==> src/rtl/trap_ctrl.sv <==
// Trap controller: arbitrates exceptions, interrupts, mret and wfi at commit,
// drives the CSR trap/mret strobes and sequences pipeline flush and sleep.
package rei_pkg;
    localparam int XLEN = 32;
endpackage

module trap_ctrl #(
    parameter int XLEN         = rei_pkg::XLEN,
    parameter int FLUSH_CYCLES = 2
) (
    input  logic            clk_i,
    input  logic            rst_i,
    input  logic            stall_i,
    input  logic            exc_req_i,
    input  logic [XLEN-1:0] exc_cause_i,
    input  logic [XLEN-1:0] exc_tval_i,
    input  logic            mret_req_i,
    input  logic            wfi_req_i,
    input  logic            irq_ext_i,
    input  logic            irq_soft_i,
    input  logic            irq_timer_i,
    input  logic [XLEN-1:0] mie_i,
    input  logic            mstatus_mie_i,
    output logic            trap_valid_o,
    output logic [XLEN-1:0] trap_cause_o,
    output logic [XLEN-1:0] trap_tval_o,
    output logic            mret_o,
    output logic            flush_o,
    output logic            wfi_stall_o,
    output logic [XLEN-1:0] mip_o,
    output logic [1:0]      dbg_state_o
);

    typedef enum logic [1:0] {
        ST_RUN   = 2'd0,
        ST_FLUSH = 2'd1,
        ST_WFI   = 2'd2
    } state_e;

    localparam logic [XLEN-1:0] IRQ_BIT   = {1'b1, {(XLEN-1){1'b0}}};
    localparam logic [XLEN-1:0] CAUSE_MSI = IRQ_BIT | XLEN'(3);
    localparam logic [XLEN-1:0] CAUSE_MTI = IRQ_BIT | XLEN'(7);
    localparam logic [XLEN-1:0] CAUSE_MEI = IRQ_BIT | XLEN'(11);

    state_e          state_q, state_d;
    logic [3:0]      cnt_q, cnt_d;
    // Synchronizer bit order: {ext, soft, timer}
    logic [2:0]      irq_meta_q, irq_meta_d;
    logic [2:0]      irq_sync_q, irq_sync_d;
    logic [XLEN-1:0] mip;
    logic [XLEN-1:0] en;
    logic            irq_pending;
    logic            irq_take;
    logic            issue_ok;

    always_comb begin
        irq_meta_d = {irq_ext_i, irq_soft_i, irq_timer_i};
        irq_sync_d = irq_meta_q;
    end

    always_comb begin
        mip     = '0;
        mip[11] = irq_sync_q[2];
        mip[3]  = irq_sync_q[1];
        mip[7]  = irq_sync_q[0];
    end

    assign en          = mip & mie_i;
    assign irq_pending = |en;
    assign irq_take    = irq_pending & mstatus_mie_i;
    assign issue_ok    = (state_q == ST_RUN) && !stall_i && !rst_i;

    always_ff @(posedge clk_i or posedge rst_i) begin
        if (rst_i) begin
            state_q    <= ST_RUN;
            cnt_q      <= 4'd0;
            irq_meta_q <= 3'd0;
            irq_sync_q <= 3'd0;
        end else begin
            state_q    <= state_d;
            cnt_q      <= cnt_d;
            irq_meta_q <= irq_meta_d;
            irq_sync_q <= irq_sync_d;
        end
    end

    always_comb begin
        state_d = state_q;
        cnt_d   = cnt_q;
        case (state_q)
            ST_RUN: begin
                if (!stall_i) begin
                    if (exc_req_i || irq_take || mret_req_i) begin
                        state_d = ST_FLUSH;
                        cnt_d   = 4'(FLUSH_CYCLES);
                    end else if (wfi_req_i) begin
                        state_d = ST_WFI;
                    end
                end
            end
            ST_FLUSH: begin
                // Counts down through stalls; the last flush cycle is cnt_q == 1.
                if (cnt_q <= 4'd1) begin
                    state_d = ST_RUN;
                    cnt_d   = 4'd0;
                end else begin
                    cnt_d = cnt_q - 4'd1;
                end
            end
            ST_WFI: begin
                if (irq_pending) begin
                    state_d = ST_RUN;
                end
            end
            default: begin
                state_d = ST_RUN;
                cnt_d   = 4'd0;
            end
        endcase
    end

    always_comb begin
        trap_valid_o = 1'b0;
        trap_cause_o = '0;
        trap_tval_o  = '0;
        mret_o       = 1'b0;
        if (issue_ok) begin
            if (exc_req_i) begin
                trap_valid_o = 1'b1;
                trap_cause_o = exc_cause_i;
                trap_tval_o  = exc_tval_i;
            end else if (irq_take) begin
                trap_valid_o = 1'b1;
                if (en[11]) begin
                    trap_cause_o = CAUSE_MEI;
                end else if (en[3]) begin
                    trap_cause_o = CAUSE_MSI;
                end else begin
                    trap_cause_o = CAUSE_MTI;
                end
            end else if (mret_req_i) begin
                mret_o = 1'b1;
            end
        end
        flush_o     = (state_q == ST_FLUSH) && !rst_i;
        wfi_stall_o = (state_q == ST_WFI) && !rst_i;
        mip_o       = mip;
        dbg_state_o = state_q;
    end

endmodule

==> config.mk <==
export PLATFORM = sky130hd
export DESIGN_NAME = trap_ctrl
export DESIGN_NICKNAME = d
export VERILOG_FILES = /design/src/rtl/trap_ctrl.sv
export SDC_FILE = /design/constraint.sdc
export NUM_CORES = 1
export LEC_CHECK = 0
export CAP_MARGIN = 20
export CORE_AREA = 2 2 80 82
export CTS_BUF_LIST = sky130_fd_sc_hd__clkbuf_4 sky130_fd_sc_hd__clkbuf_8
export CTS_CLUSTER_DIAMETER = 50
export CTS_CLUSTER_SIZE = 12
export DETAILED_ROUTE_END_ITERATION = 10
export DIE_AREA = 0 0 82 84
export MAX_ROUTING_LAYER = met4
export PLACE_DENSITY = 0.79
export SLEW_MARGIN = 30
export SYNTH_ARGS = -nofsm -noshare
export SYNTH_HDL_FRONTEND = slang
export SYNTH_SLANG_ARGS = --single-unit
==> constraint.sdc <==
create_clock -name clk_i -period 4.1 [get_ports clk_i]
set_input_delay 0.41 -clock clk_i [delete_from_list [all_inputs] [get_ports clk_i]]
set_output_delay 0.41 -clock clk_i [all_outputs]
set_load 0.005 [all_outputs]
==> impl_metrics.csv <==
group,metric,value,unit
timing,worst_pin_slew,0.8199,ns
setup_path,critPathLaunchType,"input pin",
clock_network,cts.htree.levels,1,
grt,maximum_number_of_pins_on_one_net_before_global_route_repair,68,
floorplan,dieArea,6888,sq um
timing,report.final.hold_viol_count,0,
synthesis,post_synth_num_cell_types,25,
route,post-route-drc-count,0,
grt,first_global_vias,1442,
timing,timing.max_slew.rel_slack,44.65,%
setup_path,worst-r2r-setup-slack,2.27,ns
clock_network,cts_num_sinks,12,
setup_path,critical_path.cell_chain,"clkdlybuf4s50_1 -> nor4_4 -> buf_4 -> and3_1 -> clkdlybuf4s50_1",
layout,stdcell_area,2756,sq um
synthesis,ys_ff_latch,12,
layout,multi_input_comb_area,779.5,sq um
synthesis,mappedNetlistArea,1255,sq um
clock_network,cts_buffers,3,
floorplan,core-area,6096,sq um
placed_design,weighted_congestion_at_the_end_of_routability_driven_global_placement,0.8006,
clock_network,postCtsSetupRepairBufs,0,
power_and_ir_drop,leakagePower,1.320,nW
setup_path,startpoint,"rst_i",
route,wirelength,4904,microns
route,routed-via-count,1684,
timing,time_the_worst_path_needs_with_i_o_delays_and_setup,2.791,ns
synthesis,synth.avg_cell_area,7.382,sq um
grt,globalRouteOverflowTotal,0,
route,post_drt_wl_per_cell,12.67,microns
clock_network,tritoncts_clock_tree,"done",
setup_path,critical_path.endpoint_type,"output port",
setup_path,critPathRequiredTime,3.69,ns
setup_path,cpMaxStageDelayCell,"sky130_fd_sc_hd__clkdlybuf4s50_1",
min_path,holdCritPathClass,"reg -> reg",
placed_design,cell_area_after_placement,2701,sq um
layout,register_area,300.3,sq um
timing,period_share,68.07,%
layout,final_net_count,419,
synthesis,post_synth_inst_count,170,
synthesis,ys_warn_count,0,
layout,num_antenna_cells,0,
layout,fillerInstances,602,
clock_network,post_cts_resized,0,
setup_path,critical_path_fanout_max,60,
setup_path,worst_flop_to_flop_path_endpoint,"dbg_state_o[1]",
outcome,run_status,"completed",
timing,largest_clock_skew_in_the_final_design,0.004733,ns
timing,timing.final.setup_violations,0,
route,drt-vias-per-instance,4.351,
flow_run,maxCapViolCount,0,
floorplan,row_count,29,
floorplan,chipHeight,84,microns
setup_path,crit_arrival,2.38,ns
power_and_ir_drop,vdd_ir_drop_max,204.8,uV
route,ant_nets,0,
timing,fin_setup_tns,0,ns
floorplan,start_util,20.59,%
grt,grt_antenna_before_repair,0,
clock_network,clk_pin_slew,0.05,ns
setup_path,reg2reg_from,"irq_sync_q[1]",
setup_path,critical_path_class,"in -> out",
setup_path,crit_path_max_incr_delay,0.53,ns
power_and_ir_drop,pwr_density_cell,233.1,nW/um^2
layout,area_delta_synth_final,119.6,%
timing,top_achievable_clock_speed,358.3,MHz
clock_network,ctsLongestPathBuffers,2,
timing,grt_setup_unrepaired,"no",
route,detail_route.iter0.violations,49,
clock_network,clk_root_buffer_cell,"sky130_fd_sc_hd__clkbuf_8",
synthesis,synth-seq-area-share,23.93,%
timing,timing_max_transition_violations_final,0,
layout,final_layout_size_suffix_gt1_share,2.258,%
setup_path,worst-r2r-cell-count,4,
floorplan,design.portCount,208,
placed_design,dp.final_hpwl,3845,microns
placed_design,port_buffers,149,
clock_network,clock_latency,0.24,ns
setup_path,worst_path_most_repeated_cell,"sky130_fd_sc_hd__clkdlybuf4s50_1",
grt,grt.total_usage,13.32,%
grt,grt_pass1_wl,7155,microns
clock_network,cts.hold.buffers_added,0,
floorplan,die-width,82,microns
setup_path,setup.worst_path.end,"trap_tval_o[9]",
route,detailedRoute.firstPassIterationCount,4,
layout make-up:
type,count,area share [%]
Sequential cell,12,10.89
Multi-Input combinational cell,138,28.28
Inverter,5,0.6809
Tap cell,77,3.495
Clock buffer,4,1.997
Timing Repair Buffer,151,54.65
flip-flops by register name, indices dropped and copies added, names as in the netlist:
signal       count
irq_meta_q       3
cnt_q            4
irq_sync_q       3
dbg_state_o      2
power by group:
group | internal, mW | switching, mW | leakage (nW) | total (mW)
sequential | 0.143 | 0.0355 | 0.146 | 0.179
clock | 0.0848 | 0.0432 | 0.0288 | 0.128
combinational | 0.199 | 0.136 | 1.15 | 0.335
total | 0.428 | 0.215 | 1.32 | 0.642
through the flow:
step                      instances  setup slack [ns]  utilization, %  hold slack [ns]  total power, mW
final                           387             1.309           45.22           0.3451           0.6424
after global routing            387             1.192           45.22           0.3532           0.6881
after CTS                       387             1.292           45.22           0.3471           0.6472
after detailed placement        383             1.292           44.31           0.3362           0.5152
after global placement          383             1.302           44.31           0.3338           0.5032
after floorplan                 198             2.340               -           0.2798           0.3438
layout by cell type (no fill, tap or decap), types with 2 or more instances in the layout:
cell type                         instances
sky130_fd_sc_hd__clkdlybuf4s50_1        149
sky130_fd_sc_hd__and3_1                  61
sky130_fd_sc_hd__conb_1                  29
sky130_fd_sc_hd__dfrtp_1                 12
sky130_fd_sc_hd__nand2_1                 10
sky130_fd_sc_hd__a21oi_1                  9
sky130_fd_sc_hd__nor2_1                   8
sky130_fd_sc_hd__inv_1                    5
sky130_fd_sc_hd__clkbuf_8                 4
sky130_fd_sc_hd__nor3_1                   3
sky130_fd_sc_hd__a21o_1                   2
sky130_fd_sc_hd__nand2b_1                 2
sky130_fd_sc_hd__ha_1                     2
sky130_fd_sc_hd__buf_4                    2
worst max-delay path, delay by kind of cell:
kind / cells / cell delay [ns]
AND/OR/NAND/NOR: 2 / 0.51
buffers and inverters: 3 / 1.44
metal layers:
layer  up-vias  GRT usage [%]  wire [microns]
met1       781          15.57            1916
met4         0          4.545              48
met3         6          1.407             379
li1        811              -               -
met5         -              -               0
met2        86          23.21            2560
cells in the mapped netlist:
cell / n / area, sq um
sky130_fd_sc_hd__and3_1: 61 / 381.6
sky130_fd_sc_hd__a21oi_1: 9 / 45.04
sky130_fd_sc_hd__nor2_1: 8 / 30.03
sky130_fd_sc_hd__ha_1: 2 / 25.02
sky130_fd_sc_hd__a21o_1: 2 / 15.01
sky130_fd_sc_hd__dfrtp_1: 12 / 300.3
sky130_fd_sc_hd__o21ai_0: 1 / 5.000
sky130_fd_sc_hd__a22oi_1: 1 / 7.510
sky130_fd_sc_hd__o2bb2ai_1: 1 / 8.760
sky130_fd_sc_hd__conb_1: 1 / 3.750
sky130_fd_sc_hd__nand2b_1: 2 / 12.51
sky130_fd_sc_hd__o311ai_0: 1 / 8.760
sky130_fd_sc_hd__nand4_1: 1 / 6.260
sky130_fd_sc_hd__nor4_2: 1 / 12.51
sky130_fd_sc_hd__inv_1: 5 / 18.77
sky130_fd_sc_hd__o31a_1: 1 / 8.760
sky130_fd_sc_hd__xnor2_1: 1 / 8.760
sky130_fd_sc_hd__or4b_1: 1 / 10.01
sky130_fd_sc_hd__o21ai_1: 1 / 5.000
sky130_fd_sc_hd__nor3_1: 3 / 15.01
sky130_fd_sc_hd__a222oi_1: 1 / 10.01
sky130_fd_sc_hd__clkbuf_1: 14 / 52.55
sky130_fd_sc_hd__buf_4: 29 / 217.7
sky130_fd_sc_hd__nand2_1: 10 / 37.54
sky130_fd_sc_hd__a32oi_1: 1 / 8.760
how the worst min path moves through the flow:
stage / from / end / slack (ns) / cells after the start
finish: irq_meta_q[0] / irq_sync_q[0] / 0.35 / 0
global route: irq_meta_q[0] / irq_sync_q[0] / 0.35 / 0
CTS: irq_meta_q[0] / irq_sync_q[0] / 0.35 / 0
detailed placement: irq_meta_q[0] / irq_sync_q[0] / 0.34 / 0
global placement: irq_meta_q[2] / irq_sync_q[2] / 0.33 / 0
floorplan: rst_i / cnt_q[0] / 0.28 / 1
logic make-up (layout without fill, tap and decap cells):
family	after synthesis	after routing	share of synthesized area [%]
AO/OA/AOI/OAI	19	19	9.770
XOR/XNOR	1	1	0.6980
adder cells (fa/ha/maj)	2	2	1.994
flip-flops	12	12	23.93
AND/OR/NAND/NOR	87	87	40.28
buffers and inverters	48	160	23.03
other	1	29	0.2988
(Power assumes the default switching activity.)
